### src/rtl/vending_machine_stocked.sv
// vending_machine_stocked: parametrised vending controller with stock, idle-timeout refund and coin-by-coin change return.
// Define VM_SALES_AUDIT_EN to add the saturating o_sales_total accumulator.
module vending_machine_stocked #(
    parameter int NUM_ITEMS = 4,
    parameter int NUM_COINS = 3,
    parameter int TOTAL_BITS = 31,
    parameter logic [NUM_COINS*TOTAL_BITS-1:0] COIN_VALUES = {31'd1000, 31'd500, 31'd100},
    parameter logic [NUM_ITEMS*TOTAL_BITS-1:0] ITEM_PRICES = {31'd2000, 31'd1000, 31'd500, 31'd400},
    parameter int STOCK_BITS = 4,
    parameter int STOCK_INIT = 4,
    parameter int MAX_BALANCE = 5000,
    parameter int TIMEOUT = 100
) (
    input  logic                  clk,
    input  logic                  reset,
    input  logic [NUM_COINS-1:0]  i_input_coin,
    input  logic [NUM_ITEMS-1:0]  i_select_item,
    input  logic                  i_trigger_return,
    output logic [NUM_ITEMS-1:0]  o_available_item,
    output logic [NUM_ITEMS-1:0]  o_output_item,
    output logic [NUM_COINS-1:0]  o_return_coin,
    output logic [TOTAL_BITS-1:0] o_balance,
    output logic                  o_busy
`ifdef VM_SALES_AUDIT_EN
    ,
    output logic [TOTAL_BITS-1:0] o_sales_total
`endif
);

    typedef enum logic [1:0] {S_IDLE, S_ACTIVE, S_RETURN} state_t;

    localparam int EW = TOTAL_BITS + $clog2(NUM_COINS + 2);
    localparam int CNT_W = $clog2(TIMEOUT + 1);

    function automatic logic [TOTAL_BITS-1:0] coin_val(input int k);
        return COIN_VALUES[k*TOTAL_BITS +: TOTAL_BITS];
    endfunction

    function automatic logic [TOTAL_BITS-1:0] price_of(input int i);
        return ITEM_PRICES[i*TOTAL_BITS +: TOTAL_BITS];
    endfunction

    state_t                  state_q, state_d;
    logic [TOTAL_BITS-1:0]   bal_q, bal_d;
    logic [CNT_W-1:0]        cnt_q, cnt_d;
    logic [NUM_ITEMS-1:0]    item_q, item_d;
    logic [NUM_COINS-1:0]    ret_q, ret_d;
    logic [STOCK_BITS-1:0]   stock_q [NUM_ITEMS];
    logic [STOCK_BITS-1:0]   stock_d [NUM_ITEMS];
    logic [EW-1:0]           coin_sum, sum_ext;
    logic [TOTAL_BITS-1:0]   price, chg_val;
    logic [NUM_COINS-1:0]    chg_hot;
    logic                    found, activity;

    always_comb begin
        o_available_item = '0;
        for (int i = 0; i < NUM_ITEMS; i++)
            o_available_item[i] = (state_q != S_RETURN) && (bal_q >= price_of(i)) && (stock_q[i] != '0);
    end

    always_comb begin
        state_d = state_q;
        bal_d = bal_q;
        cnt_d = cnt_q;
        item_d = '0;
        ret_d = '0;
        stock_d = stock_q;
        coin_sum = '0;
        sum_ext = '0;
        price = '0;
        chg_val = '0;
        chg_hot = '0;
        found = 1'b0;
        activity = (|i_input_coin) || (|i_select_item);
        for (int k = 0; k < NUM_COINS; k++)
            if (i_input_coin[k]) coin_sum = coin_sum + EW'(coin_val(k));
        // Coins ascend in value, so the last fitting coin is the largest one.
        for (int k = 0; k < NUM_COINS; k++)
            if (coin_val(k) <= bal_q) begin
                chg_val = coin_val(k);
                chg_hot = NUM_COINS'(1) << k;
            end
        if (state_q == S_RETURN) begin
            ret_d = i_input_coin | chg_hot;
            bal_d = (chg_hot == '0) ? '0 : bal_q - chg_val;
            state_d = (bal_d == '0) ? S_IDLE : S_RETURN;
            cnt_d = '0;
        end else begin
            for (int i = 0; i < NUM_ITEMS; i++)
                if (!found && i_select_item[i] && o_available_item[i]) begin
                    found = 1'b1;
                    price = price_of(i);
                    item_d[i] = 1'b1;
                    stock_d[i] = stock_q[i] - 1'b1;
                end
            sum_ext = EW'(bal_q) + coin_sum - EW'(price);
            if (sum_ext > EW'(MAX_BALANCE)) begin
                ret_d = i_input_coin;
                bal_d = bal_q - price;
            end else begin
                bal_d = sum_ext[TOTAL_BITS-1:0];
            end
            state_d = (bal_d == '0) ? S_IDLE :
                      (i_trigger_return || (state_q == S_ACTIVE && !activity && cnt_q == CNT_W'(TIMEOUT - 1))) ? S_RETURN :
                      S_ACTIVE;
            cnt_d = (activity || state_d != state_q) ? '0 : (state_q == S_ACTIVE) ? cnt_q + 1'b1 : cnt_q;
        end
    end

    always_ff @(posedge clk) begin
        if (reset) begin
            state_q <= S_IDLE;
            bal_q <= '0;
            cnt_q <= '0;
            item_q <= '0;
            ret_q <= '0;
            stock_q <= '{default: STOCK_BITS'(STOCK_INIT)};
        end else begin
            state_q <= state_d;
            bal_q <= bal_d;
            cnt_q <= cnt_d;
            item_q <= item_d;
            ret_q <= ret_d;
            stock_q <= stock_d;
        end
    end

`ifdef VM_SALES_AUDIT_EN
    logic [TOTAL_BITS-1:0] sales_q, sales_d, sales_sum;
    logic                  sales_c;

    always_comb begin
        {sales_c, sales_sum} = {1'b0, sales_q} + {1'b0, price};
        sales_d = sales_c ? '1 : sales_sum;
    end

    always_ff @(posedge clk) begin
        if (reset) sales_q <= '0;
        else sales_q <= sales_d;
    end

    assign o_sales_total = sales_q;
`endif

    assign o_output_item = item_q;
    assign o_return_coin = ret_q;
    assign o_balance = bal_q;
    assign o_busy = (state_q == S_RETURN);

endmodule

### config.mk
export PLATFORM = sky130hd
export DESIGN_NAME = vending_machine_stocked
export DESIGN_NICKNAME = d
export VERILOG_FILES = /design/src/rtl/vending_machine_stocked.sv
export SDC_FILE = /design/constraint.sdc
export NUM_CORES = 1
export LEC_CHECK = 0
export ABC_CLOCK_PERIOD_IN_PS = 7000
export BUFFER_PORTS_ARGS = -buffer_cell sky130_fd_sc_hd__clkbuf_2
export CORE_ASPECT_RATIO = 1.4
export CORE_MARGIN = 2
export CORE_UTILIZATION = 45
export DETAILED_ROUTE_END_ITERATION = 8
export GPL_TIMING_DRIVEN = 0
export HOLD_SLACK_MARGIN = 0.02
export SLEW_MARGIN = 5
export SYNTH_ARGS = -nofsm -noshare
export SYNTH_HDL_FRONTEND = slang
export SYNTH_SLANG_ARGS = --single-unit
### constraint.sdc
create_clock -name clk -period 7 [get_ports clk]
set_input_delay 1.05 -clock clk [delete_from_list [all_inputs] [get_ports clk]]
set_output_delay 1.05 -clock clk [all_outputs]
set_load 0.05 [all_outputs]
==> reports/metrics.yaml <==
status: "complete, no violations"
hp-class: "flop to flop"
grt_max_degree: 14
r2r-start: "o_balance[29]"
worstSetupPathType: "flop to flop"
cts_buffers: 9
synth-async-reset-ratio_pct: 0
cp.required_ns: 7.20
final_max_slew_viol_count: 0
postLayoutCoreUtil_pct: 54.98
routed_wirelength_mm: 36.88
vias_per_cell: 6.431
synth_top_area_cell: "dfxtp_1"
holdBufCountCts: 0
path_max_fanout: 8
root_buffer: "clkbuf_16"
avgRoutedWirePerCell_um: 23.75
antenna_found_initial: 0
slowest_stage: "or3b_4"
synth_nets: 1323
grt_pass1_vias: 9699
dieHeight_um: 170.1
die_x_um: 122.6
crit_buf_inv: 5
nets: 1410
synthFlopType: "dfxtp_1"
pin_count: 53
synthTopCellsByCount: "nor2_1, ha_1, nand2_1, inv_1, a21oi_1"
synthCells: 1213
die_area_mm2: 0.02086
ys_types: 92
grt_pass1_wl_mm: 55.19
vias: 9987
max_cap_viol_count: 0
r2r-end: "o_return_coin[0]"
min_period_ns: 6.852
relSlewSlack_pct: 28.17
numPortBuffers: 51
coreArea_mm2: 0.01929
cts_tree: "yes"
yosys_warnings: 0
finalWeightedCongestion: 0.9945
fillers: 1909
gr-total-overflow: 0
max_stage_delay_ns: 0.43
drive_gt1_share_pct: 18.24
synth_area_mm2: 0.008866
clock_skew_ns: 0.01103
startpoint_type: "flop"
synth_top_area_share_pct: 14.23
fin_ws_ns: 0.1475
dp_slack_ns: -1.515
crit_family: "simple AND/OR/NAND/NOR gates"
min_to: "stock_q[9]"
cp-end-kind: "flop"
drc_errors: 0
holdPathStages: 2
start_util_pct: 45.95
synth_seq_cells: 63
r2r_slack_ns: 0.15
synthTopCellsByArea: "dfxtp_1, ha_1, xnor2_1, nor2_1, a21oi_1"
avgSynthCellArea_um2: 7.309
arrival_ns: 7.06
htreeDepth: 3
fin_crit_sh_pct: 97.89
hp-start: "stock_q[9]"
cp-startpoint: "o_balance[29]"
report.final.setup_viol: 0
rows: 60
yosys.cell_count.top_type: "nor2_1"
ys_seq_area_share_pct: 14.23
hold_viol: 0
multi_input_area_mm2: 0.007676
clk_latency_ns: 0.35
cpMostUsedCell: "inv_4"
max_freq_ghz: 0.1459
seq_area_mm2: 0.001275
first_pass_iters: 6
tightest_slew_ns: 1.063
cts_buffer_depth: 2
drt_first_iter_violations: 741
track_usage_pct: 34.99
ant_nets: 0
area_growth_pct: 19.64
clk_pin_slew_ns: 0.06
n_antenna_cell: 0
synth_edf_count: 0
cts.sinks: 63
dpl.hpwl_mm: 29.42
r2r_cells: 28
==> layout make-up <==
type | instances | area share, %
Multi-Input combinational cell | 1027 | 72.36
Sequential cell | 63 | 12.02
Timing Repair Buffer | 84 | 5.001
Inverter | 84 | 3.220
Tap cell | 248 | 2.925
Clock buffer | 9 | 2.123
Buffer | 31 | 1.380
Clock inverter | 7 | 0.9672
==> metrics by stage <==
stage	hold slack (ns)	cells	area, um2	setup TNS [ns]
2_1_floorplan	0.4774	1213	8904	0
3_3_place_gp	0.4976	1512	9469	-57.57
3_5_place_dp	0.5003	1512	9469	-55.17
4_1_cts	0.5145	1531	10200	0
5_1_grt	0.5512	1553	10610	-0.1920
6_report	0.5136	1553	10610	0
==> kinds of logic after synthesis <==
group | count (synthesis) | synth area share, %
AO/OA/AOI/OAI | 331 | 25.70
XOR/XNOR | 63 | 6.224
adder cells (fa/ha/maj) | 100 | 15.04
buffers and inverters | 123 | 5.405
flip-flops | 63 | 14.23
multiplexers | 17 | 2.018
AND/OR/NAND/NOR | 516 | 31.39
==> registers in the layout (all words and copies together), names as in the netlist <==
signal         flops
cnt_q              7
o_balance         31
o_output_item      4
o_return_coin      3
state_q            2
stock_q           16
==> how the worst max path moves through the flow <==
stage | to | slack (ns) | cells after the start
after global routing | state_q[1] | -0.05 | 28
after floorplan | cnt_q[2] | 0.03 | 27
after global placement | o_balance[7] | -1.57 | 29
after CTS | o_return_coin[1] | 0.01 | 28
final | o_return_coin[0] | 0.15 | 28
after detailed placement | cnt_q[2] | -1.52 | 28
==> worst min-delay path, stage by stage, from the launching register on <==
cell	delay, ns
dfxtp_1	0.35
a21oi_1	0.07
nor2_1	0.07
==> what timing repair did <==
action	CTS	global route
cloned	0	0
setup endpoints to repair	41	41
pin swaps	11	21
gates resized for setup	83	58
buffers inserted	10	23
==> routing by layer <==
| metal | up-vias | track usage, % | wire length, um |
|---|---|---|---|
| li1 | 4686 | - | - |
| met1 | 4709 | 39.46 | 14080 |
| met2 | 445 | 61.47 | 18140 |
| met3 | 147 | 3.854 | 2163 |
| met4 | 0 | 22.74 | 2496 |
| met5 | - | 0 | 0 |
==> cells in the final DEF, fill, tap and decap left out, types with 18 or more instances in the layout <==
cell,n
nor2_1,109
nand2_1,84
ha_1,73
a21oi_1,65
inv_1,63
o21ai_0,62
dfxtp_1,54
xnor2_1,53
clkbuf_2,53
nand3_1,42
nand4_1,37
buf_4,29
nor3_1,28
nor2b_1,27
nand2b_1,24
and3_1,22
and2_1,21
clkbuf_1,20
nor4_1,19
or3_1,18
Power is not shown: default switching activity piles up to over one toggle a cycle in this logic, so the estimate is an artifact.
